===== src/rtl/dyt_writeback.sv =====
// Writeback stage: merges ALU and load results onto one registered register-file write port.
// Loads are aligned and extended here; misaligned or reserved-size loads are dropped and flagged.
module dyt_writeback #(
  parameter int ADDR_WIDTH = 4,
  parameter int XLEN       = 32
) (
  input  logic                  clk,
  input  logic                  rst,
  input  logic                  alu_valid,
  output logic                  alu_ready,
  input  logic [ADDR_WIDTH-1:0] alu_rd,
  input  logic [XLEN-1:0]       alu_data,
  input  logic                  lsu_valid,
  output logic                  lsu_ready,
  input  logic [ADDR_WIDTH-1:0] lsu_rd,
  input  logic [XLEN-1:0]       lsu_data,
  input  logic [1:0]            lsu_size,
  input  logic                  lsu_unsigned,
  input  logic [1:0]            lsu_offset,
  output logic                  w_en,
  output logic [ADDR_WIDTH-1:0] w_addr,
  output logic [XLEN-1:0]       w_data,
  output logic                  lsu_misaligned
);

  typedef enum logic {EMPTY = 1'b0, FULL = 1'b1} state_t;

  state_t                state, state_nxt;
  logic [ADDR_WIDTH-1:0] buf_rd, buf_rd_nxt;
  logic [XLEN-1:0]       buf_data, buf_data_nxt;

  logic                  w_en_nxt, mis_nxt;
  logic [ADDR_WIDTH-1:0] w_addr_nxt;
  logic [XLEN-1:0]       w_data_nxt;

  logic                  alu_fire, lsu_fire;
  logic [4:0]            sh;
  logic [XLEN-1:0]       shifted;
  logic [XLEN-1:0]       load_val;
  logic                  load_bad;

  assign alu_ready = !rst && (state == EMPTY);
  assign lsu_ready = !rst && (state == EMPTY);
  assign alu_fire  = alu_valid && alu_ready;
  assign lsu_fire  = lsu_valid && lsu_ready;

  assign sh      = {lsu_offset, 3'b000};
  assign shifted = lsu_data >> sh;

  always_comb begin
    load_val = shifted;
    load_bad = 1'b0;
    case (lsu_size)
      2'b00: load_val = {{(XLEN-8){shifted[7] & !lsu_unsigned}}, shifted[7:0]};
      2'b01: begin
        load_val = {{(XLEN-16){shifted[15] & !lsu_unsigned}}, shifted[15:0]};
        load_bad = lsu_offset[0];
      end
      2'b10: begin
        load_val = lsu_data;
        load_bad = (lsu_offset != 2'b00);
      end
      default: load_bad = 1'b1;
    endcase
  end

  // Source priority: buffered ALU, then LSU, then direct ALU.
  always_comb begin
    state_nxt    = state;
    buf_rd_nxt   = buf_rd;
    buf_data_nxt = buf_data;
    w_en_nxt     = 1'b0;
    mis_nxt      = 1'b0;
    w_addr_nxt   = w_addr;
    w_data_nxt   = w_data;
    if (state == FULL) begin
      w_en_nxt   = (buf_rd != '0);
      w_addr_nxt = buf_rd;
      w_data_nxt = buf_data;
      state_nxt  = EMPTY;
    end else if (lsu_fire) begin
      if (load_bad) begin
        mis_nxt = 1'b1;
      end else begin
        w_en_nxt   = (lsu_rd != '0);
        w_addr_nxt = lsu_rd;
        w_data_nxt = load_val;
      end
      if (alu_fire) begin
        buf_rd_nxt   = alu_rd;
        buf_data_nxt = alu_data;
        state_nxt    = FULL;
      end
    end else if (alu_fire) begin
      w_en_nxt   = (alu_rd != '0);
      w_addr_nxt = alu_rd;
      w_data_nxt = alu_data;
    end
  end

  always_ff @(posedge clk) begin
    if (rst) begin
      state          <= EMPTY;
      buf_rd         <= '0;
      buf_data       <= '0;
      w_en           <= 1'b0;
      w_addr         <= '0;
      w_data         <= '0;
      lsu_misaligned <= 1'b0;
    end else begin
      state          <= state_nxt;
      buf_rd         <= buf_rd_nxt;
      buf_data       <= buf_data_nxt;
      w_en           <= w_en_nxt;
      w_addr         <= w_addr_nxt;
      w_data         <= w_data_nxt;
      lsu_misaligned <= mis_nxt;
    end
  end

endmodule

===== config.mk =====
export PLATFORM = sky130hd
export DESIGN_NAME = dyt_writeback
export DESIGN_NICKNAME = d
export VERILOG_FILES = /design/src/rtl/dyt_writeback.sv
export SDC_FILE = /design/constraint.sdc
export NUM_CORES = 1
export LEC_CHECK = 0
export CORE_UTILIZATION = 35
export DETAILED_ROUTE_END_ITERATION = 10
export GPL_ROUTABILITY_DRIVEN = 0
export PLACE_DENSITY = 0.72
export SYNTH_ARGS = -nofsm -noshare
export SYNTH_HDL_FRONTEND = slang
export SYNTH_SLANG_ARGS = --single-unit

===== constraint.sdc =====
create_clock -name clk -period 4 [get_ports clk]
set_input_delay 0.8 -clock clk [delete_from_list [all_inputs] [get_ports clk]]
set_output_delay 0.8 -clock clk [all_outputs]
set_load 0.01 [all_outputs]

After elaboration in Yosys (flattened, before gate mapping)
Index checks and enable logic that the tools add are counted.
{"block": "totals", "ff_bits": 75, "out_inout_bits": 40, "word_cells": 45}
{"block": "classes", "n_eq_ne": 3, "shift": 1, "muxes": 16, "bitwise_logic": 4, "n_reduce_logical": 14}
{"cell": "32-bit 2-to-1 mux", "count": 4}
{"cell": "32-bit one-hot mux with 3 select lines", "count": 1}
{"cell": "32-bit by 5-bit right shift with 32-bit output", "count": 1}
{"cell": "4-bit 2-to-1 mux", "count": 4}
{"cell": "4-bit nonzero test", "count": 3}
{"cell": "1-bit 2-to-1 mux", "count": 6}
{"cell": "1-bit logical AND", "count": 3}
{"cell": "3-bit inequality test, second input constant", "count": 1}
{"cell": "1-bit one-hot mux with 3 select lines", "count": 1}
{"cell": "3-bit AND reduction", "count": 1}
{"cell": "3-bit nonzero test", "count": 1}
{"cell": "3-bit OR reduction", "count": 1}
{"cell": "1-bit bitwise AND", "count": 2}
{"cell": "2-bit by 1-bit equality test with 1-bit output, second input constant", "count": 1}
{"cell": "2-bit equality test, second input constant", "count": 1}
{"cell": "1-bit logical NOT", "count": 2}
{"cell": "2-bit logical NOT", "count": 1}
{"cell": "1-bit NOT", "count": 2}
{"cell": "2-bit AND reduction", "count": 1}
{"cell": "2-bit nonzero test", "count": 1}

Longest topological paths before layout
{"block": "logic_depth", "ltp_word": 6, "ltp_mapped": 7, "depth_no_buf": 5}

Least setup slack after synthesis
No wires, ideal clock.
{"block": "synth_path", "path_kind": "input to register", "startpoint": "in lsu_offset[1]", "endpoint": "reg w_data[28]", "arrival_time_ns": 2.234, "required_ns": 3.871, "slack_ns": 1.637, "stages": 6, "path_cell_list": "buf_6 > mux4_2 > a221o_1 > a21oi_4 > buf_6 > a311oi_1"}
{"block": "synth_via", "elab_chain_len": 6}
{"element": "start: declaration", "line_no": "19", "source": "input logic [1:0] lsu_offset,"}
{"element": "32-bit by 5-bit right shift with 32-bit output", "line_no": "48", "source": "assign shifted = lsu_data >> sh;"}
{"element": "1-bit bitwise AND, on equally long branches", "line_no": "56, 54"}
{"element": "32-bit one-hot mux with 3 select lines", "line_no": "53", "source": "case (lsu_size)"}
{"element": "32-bit 2-to-1 mux", "line_no": "82", "source": "if (load_bad) begin"}
{"element": "32-bit 2-to-1 mux", "line_no": "81", "source": "end else if (lsu_fire) begin"}
{"element": "32-bit 2-to-1 mux", "line_no": "76", "source": "if (state == FULL) begin"}
{"element": "end signal: assignment", "line_no": "116", "source": "w_data <= w_data_nxt;"}
{"element": "end: declaration", "line_no": "22", "source": "output logic [XLEN-1:0] w_data,"}
Parallel ways exist; a longest one is shown, timed or not. The select of a mux whose other input is x is not followed.
A chain may end at the register's enable or synchronous reset.

Worst setup path after layout
{"block": "layout_path", "startpoint": "in lsu_size[0]", "endpoint": "reg w_data[10]"}
{"block": "layout_via", "elab_chain_len": 5}
{"element": "start: declaration", "line_no": "17", "source": "input logic [1:0] lsu_size,"}
{"element": "2-bit equality test, or another cell as far along", "line_no": "53"}
{"element": "32-bit one-hot mux with 3 select lines", "line_no": "53"}
{"element": "32-bit 2-to-1 mux", "line_no": "82"}
{"element": "32-bit 2-to-1 mux", "line_no": "81"}
{"element": "32-bit 2-to-1 mux", "line_no": "76"}
Parallel ways exist; a longest one is shown, timed or not. The select of a mux whose other input is x is not followed.

==> results_dict.tcl <==
set metrics [dict create \
    routed_wirelength_mm 14.3 \
    critPathCapture "w_data[10]" \
    crit-reg2reg-capture "w_data[16]" \
    clock-root-buffer "sky130_fd_sc_hd__clkbuf_16" \
    drt_iter0_markers 384 \
    cts.clk_slew.worst_paths_ns 0.06 \
    placement.cell_area_um2 5450 \
    slowest_delay_ns 0.97 \
    tritoncts "yes" \
    path_class "input pin to register" \
    diodes 0 \
    grt_overflow 0 \
    finalClockSkew_ns 0.00580 \
    setup_viol 0 \
    die_height_um 112 \
    max_cap_violations 0 \
    cts_inserted_buffers 9 \
    timing.max_slew.rel_slack 0.440 \
    syn-num-nets 611 \
    synth.area.top_cells "sky130_fd_sc_hd__dfxtp_1, sky130_fd_sc_hd__nand2_1, sky130_fd_sc_hd__a21oi_1, sky130_fd_sc_hd__o211ai_1, sky130_fd_sc_hd__clkbuf_1" \
    multi_input_area_um2 2440 \
    area_share_of_the_largest_cell_type_after_synthesis 0.355 \
    synth_flop_cell "sky130_fd_sc_hd__dfxtp_1" \
    nets 699 \
    total_leakage_power_nw 1.97 \
    coreArea_um2 11600 \
    initial_core_util 0.365 \
    post_route_cells_drive_above_1_share 0.0674 \
    drc 9 \
    pwr-share-clk 0.372 \
    run_status "finished, violations left" \
    crit_path_cell_trace "clkdlybuf4s50_1 > nand2b_1 > o31ai_1 > a221oi_1 > o32ai_1" \
    failed_checks "DRC" \
    clk-insertion-delay-late_ns 0.33 \
    io_buffers 120 \
    cellPowerDensity_nw_per_um2 358 \
    ys.warnings.count 0 \
    worst_pin_slew_ns 0.833 \
    postSynthAreaPerCell_um2 7.97 \
    sw_frac_of_total 0.280 \
    post_cts.repair.setup_buffers 0 \
    crit_start "lsu_size[0]" \
    std_cell_rows 39 \
    drt.antenna.violating_nets 0 \
    setup_total_negative_slack_ns 0 \
    die-area_um2 12500 \
    place.detailed.hpwl_mm 10.5 \
    report.power.total_mw 2.05 \
    power.switching_mw 0.575 \
    cts-hold-fix-buffers 0 \
    first_pass_iters 8 \
    detailroute.via_count 4520 \
    yosysSeqAreaShare 0.355 \
    power.sequential.fraction 0.402 \
    period_share 0.751 \
    number_of_antenna_violations_at_the_first_check_in_global_routing 0 \
    worstHoldPathType "register to register" \
    fin_util 0.496 \
    crit_path_top_delay_cell "sky130_fd_sc_hd__clkdlybuf4s50_1" \
    synth.distinct_cells 50 \
    reg2reg_from "state" \
    final.fill_count 1105 \
    synth_area_um2 4220 \
    reg2reg_setup_slack_ns 1.95 \
    h-tree-depth 3 \
    postSynthCellCount 530 \
    ctsResizeCount 0 \
    power_report.internal_total_mw 1.48 \
    ff_latch_area_um2 1500 \
    layout_min_cycle_time_ns 3.00 \
    start_kind "input pin" \
    grt_util_all_layers 0.232 \
    clock_sink_count 75 \
    grt_pass1_wl_mm 22.8 \
    detail_route.vias_per_cell 5.90 \
    top_level_ports 121 \
    final_number_of_max_transition_violations 0 \
    synth-seq-cells 75 \
    worst-endpoint-arrival_ns 3.21 \
    async_reset_ff_frac 0 \
    rsz0062_at_grt "no" \
    synth-edff-count 0 \
    ff2ff_path_depth 4 \
    grt_start_max_net_pins 38 \
    maxClockFrequency_mhz 333 \
    first_global_vias 4395 \
    finish.instance_area_um2 5730 \
    required_time_reported_for_the_critical_path_endpoint_ns 4.21 \
    vdd_ir_drop_max_mv 0.178 \
    yosysTopAreaCell "sky130_fd_sc_hd__dfxtp_1" \
    die_width_um 112 \
    wire_per_inst_um 18.7 \
    clk_path_buf_depth 2 \
    crit_fanout 25 \
    finalHoldViolations 0 \
    worst_setup_path_end_kind "register" \
    power_share_of_the_combinational_group 0.226 \
    syn2layout_area_growth_pct 35.7 \
]
==> cells by family (layout without fill, tap and decap cells) <==
logic type | count (synthesis) | in the layout | synth area share
buf+inv | 68 | 161 | 0.0669
flops | 75 | 75 | 0.355
simple gates | 169 | 169 | 0.197
compound gates | 205 | 205 | 0.344
mux | 13 | 13 | 0.0361
==> layout by cell type (no fill, tap or decap), types with 3 or more instances in the layout <==
cell type                         Yosys  routed
sky130_fd_sc_hd__clkdlybuf4s50_1      0     119
sky130_fd_sc_hd__nand2_1            100     100
sky130_fd_sc_hd__dfxtp_1             75      75
sky130_fd_sc_hd__a21oi_1             51      51
sky130_fd_sc_hd__nor2b_1             25      25
sky130_fd_sc_hd__o211ai_1            25      25
sky130_fd_sc_hd__a22o_1              18      18
sky130_fd_sc_hd__or3_1               15      15
sky130_fd_sc_hd__o21ai_0             15      15
sky130_fd_sc_hd__a31oi_1             15      15
sky130_fd_sc_hd__a211oi_1            14      14
sky130_fd_sc_hd__o21a_1              12      12
sky130_fd_sc_hd__a221oi_1            12      12
sky130_fd_sc_hd__inv_1               11      11
sky130_fd_sc_hd__buf_4                1      11
sky130_fd_sc_hd__and3b_1              9       9
sky130_fd_sc_hd__clkbuf_16            0       9
sky130_fd_sc_hd__mux2_2               8       8
sky130_fd_sc_hd__o2111ai_1            8       8
sky130_fd_sc_hd__o32ai_1              8       8
sky130_fd_sc_hd__a32o_1               7       7
sky130_fd_sc_hd__a311oi_1             6       6
sky130_fd_sc_hd__nand2b_1             4       4
sky130_fd_sc_hd__mux2i_1              4       4
sky130_fd_sc_hd__nor2_1               3       3
==> synthesized netlist by cell type (2+ instances only) <==
| cell | number |
|---|---|
| sky130_fd_sc_hd__clkinv_1 | 2 |
| sky130_fd_sc_hd__o211ai_1 | 25 |
| sky130_fd_sc_hd__o21a_1 | 12 |
| sky130_fd_sc_hd__nand2_1 | 100 |
| sky130_fd_sc_hd__a311oi_1 | 6 |
| sky130_fd_sc_hd__and3b_1 | 9 |
| sky130_fd_sc_hd__nor2_1 | 3 |
| sky130_fd_sc_hd__a22o_1 | 18 |
| sky130_fd_sc_hd__o21ai_0 | 15 |
| sky130_fd_sc_hd__inv_1 | 11 |
| sky130_fd_sc_hd__a211o_1 | 2 |
| sky130_fd_sc_hd__a211oi_1 | 14 |
| sky130_fd_sc_hd__buf_6 | 2 |
| sky130_fd_sc_hd__buf_2 | 7 |
| sky130_fd_sc_hd__nand2b_1 | 4 |
| sky130_fd_sc_hd__mux2i_1 | 4 |
| sky130_fd_sc_hd__a2111oi_0 | 2 |
| sky130_fd_sc_hd__nand3_1 | 2 |
| sky130_fd_sc_hd__dfxtp_1 | 75 |
| sky130_fd_sc_hd__o21ai_1 | 2 |
| sky130_fd_sc_hd__a21oi_1 | 51 |
| sky130_fd_sc_hd__nor2b_1 | 25 |
| sky130_fd_sc_hd__o2111ai_1 | 8 |
| sky130_fd_sc_hd__o32ai_1 | 8 |
| sky130_fd_sc_hd__and2_1 | 2 |
| sky130_fd_sc_hd__or3_1 | 15 |
| sky130_fd_sc_hd__a32o_1 | 7 |
| sky130_fd_sc_hd__mux2_2 | 8 |
| sky130_fd_sc_hd__a31oi_1 | 15 |
| sky130_fd_sc_hd__a221oi_1 | 12 |
| sky130_fd_sc_hd__clkbuf_1 | 44 |
| sky130_fd_sc_hd__nand4_1 | 2 |
==> metal layers <==
| metal | vias to the layer above | share of wire | track usage |
|---|---|---|---|
| met5 | - | 0 | 0 |
| met4 | 0 | 0.028 | 0.0928 |
| met3 | 33 | 0.072 | 0.0474 |
| met2 | 187 | 0.49 | 0.390 |
| met1 | 2149 | 0.41 | 0.289 |
| li1 | 2151 | - | - |
==> power groups by stage <==
stage	registers [mW]	clock network, mW	logic [mW]
finish	0.825	0.764	0.464
global route	0.831	0.807	0.500
CTS	0.825	0.775	0.460
detailed placement	0.841	0	0.458
global placement	0.840	0	0.449
floorplan	0.847	0	0.220
==> layout make-up <==
type                            instances  area share
Clock buffer                           12      0.0447
Clock inverter                          4     0.00436
Inverter                               14     0.00917
Multi-Input combinational cell        387       0.426
Sequential cell                        75       0.262
Tap cell                              143      0.0312
Timing Repair Buffer                  131       0.223
==> worst max-delay path, delay by kind of cell <==
family	cells	cell delay, ns
AND/OR/NAND/NOR	1	0.54
buffers and inverters	1	0.97
AO/OA/AOI/OAI	3	0.89
==> registers in the layout (all words and copies together) (netlist names) <==
signal / cells
buf_data: 32
buf_rd: 4
lsu_misaligned: 1
state: 1
w_addr: 4
w_data: 32
w_en: 1
==> through the flow <==
step / setup slack [ns] / hold WS (ns) / std cells
detailed placement: 0.712 / 0.447 / 750
global route: 0.723 / 0.480 / 766
global placement: 0.834 / 0.442 / 750
CTS: 1.07 / 0.455 / 766
floorplan: 1.64 / 0.436 / 530
finish: 0.997 / 0.455 / 766
==> worst min path at each step <==
stage                    to  slack, ns    startpoint  depth (start not counted)
2_1_floorplan  buf_data[17]       0.44  buf_data[17]                          2
3_3_place_gp    buf_data[7]       0.44   buf_data[7]                          2
3_5_place_dp   buf_data[28]       0.45  buf_data[28]                          2
4_1_cts        buf_data[28]       0.45  buf_data[28]                          2
5_1_grt        buf_data[15]       0.48  buf_data[15]                          2
6_report        buf_data[0]       0.45   buf_data[0]                          2
Note: power is estimated with default switching activity, not from simulation.
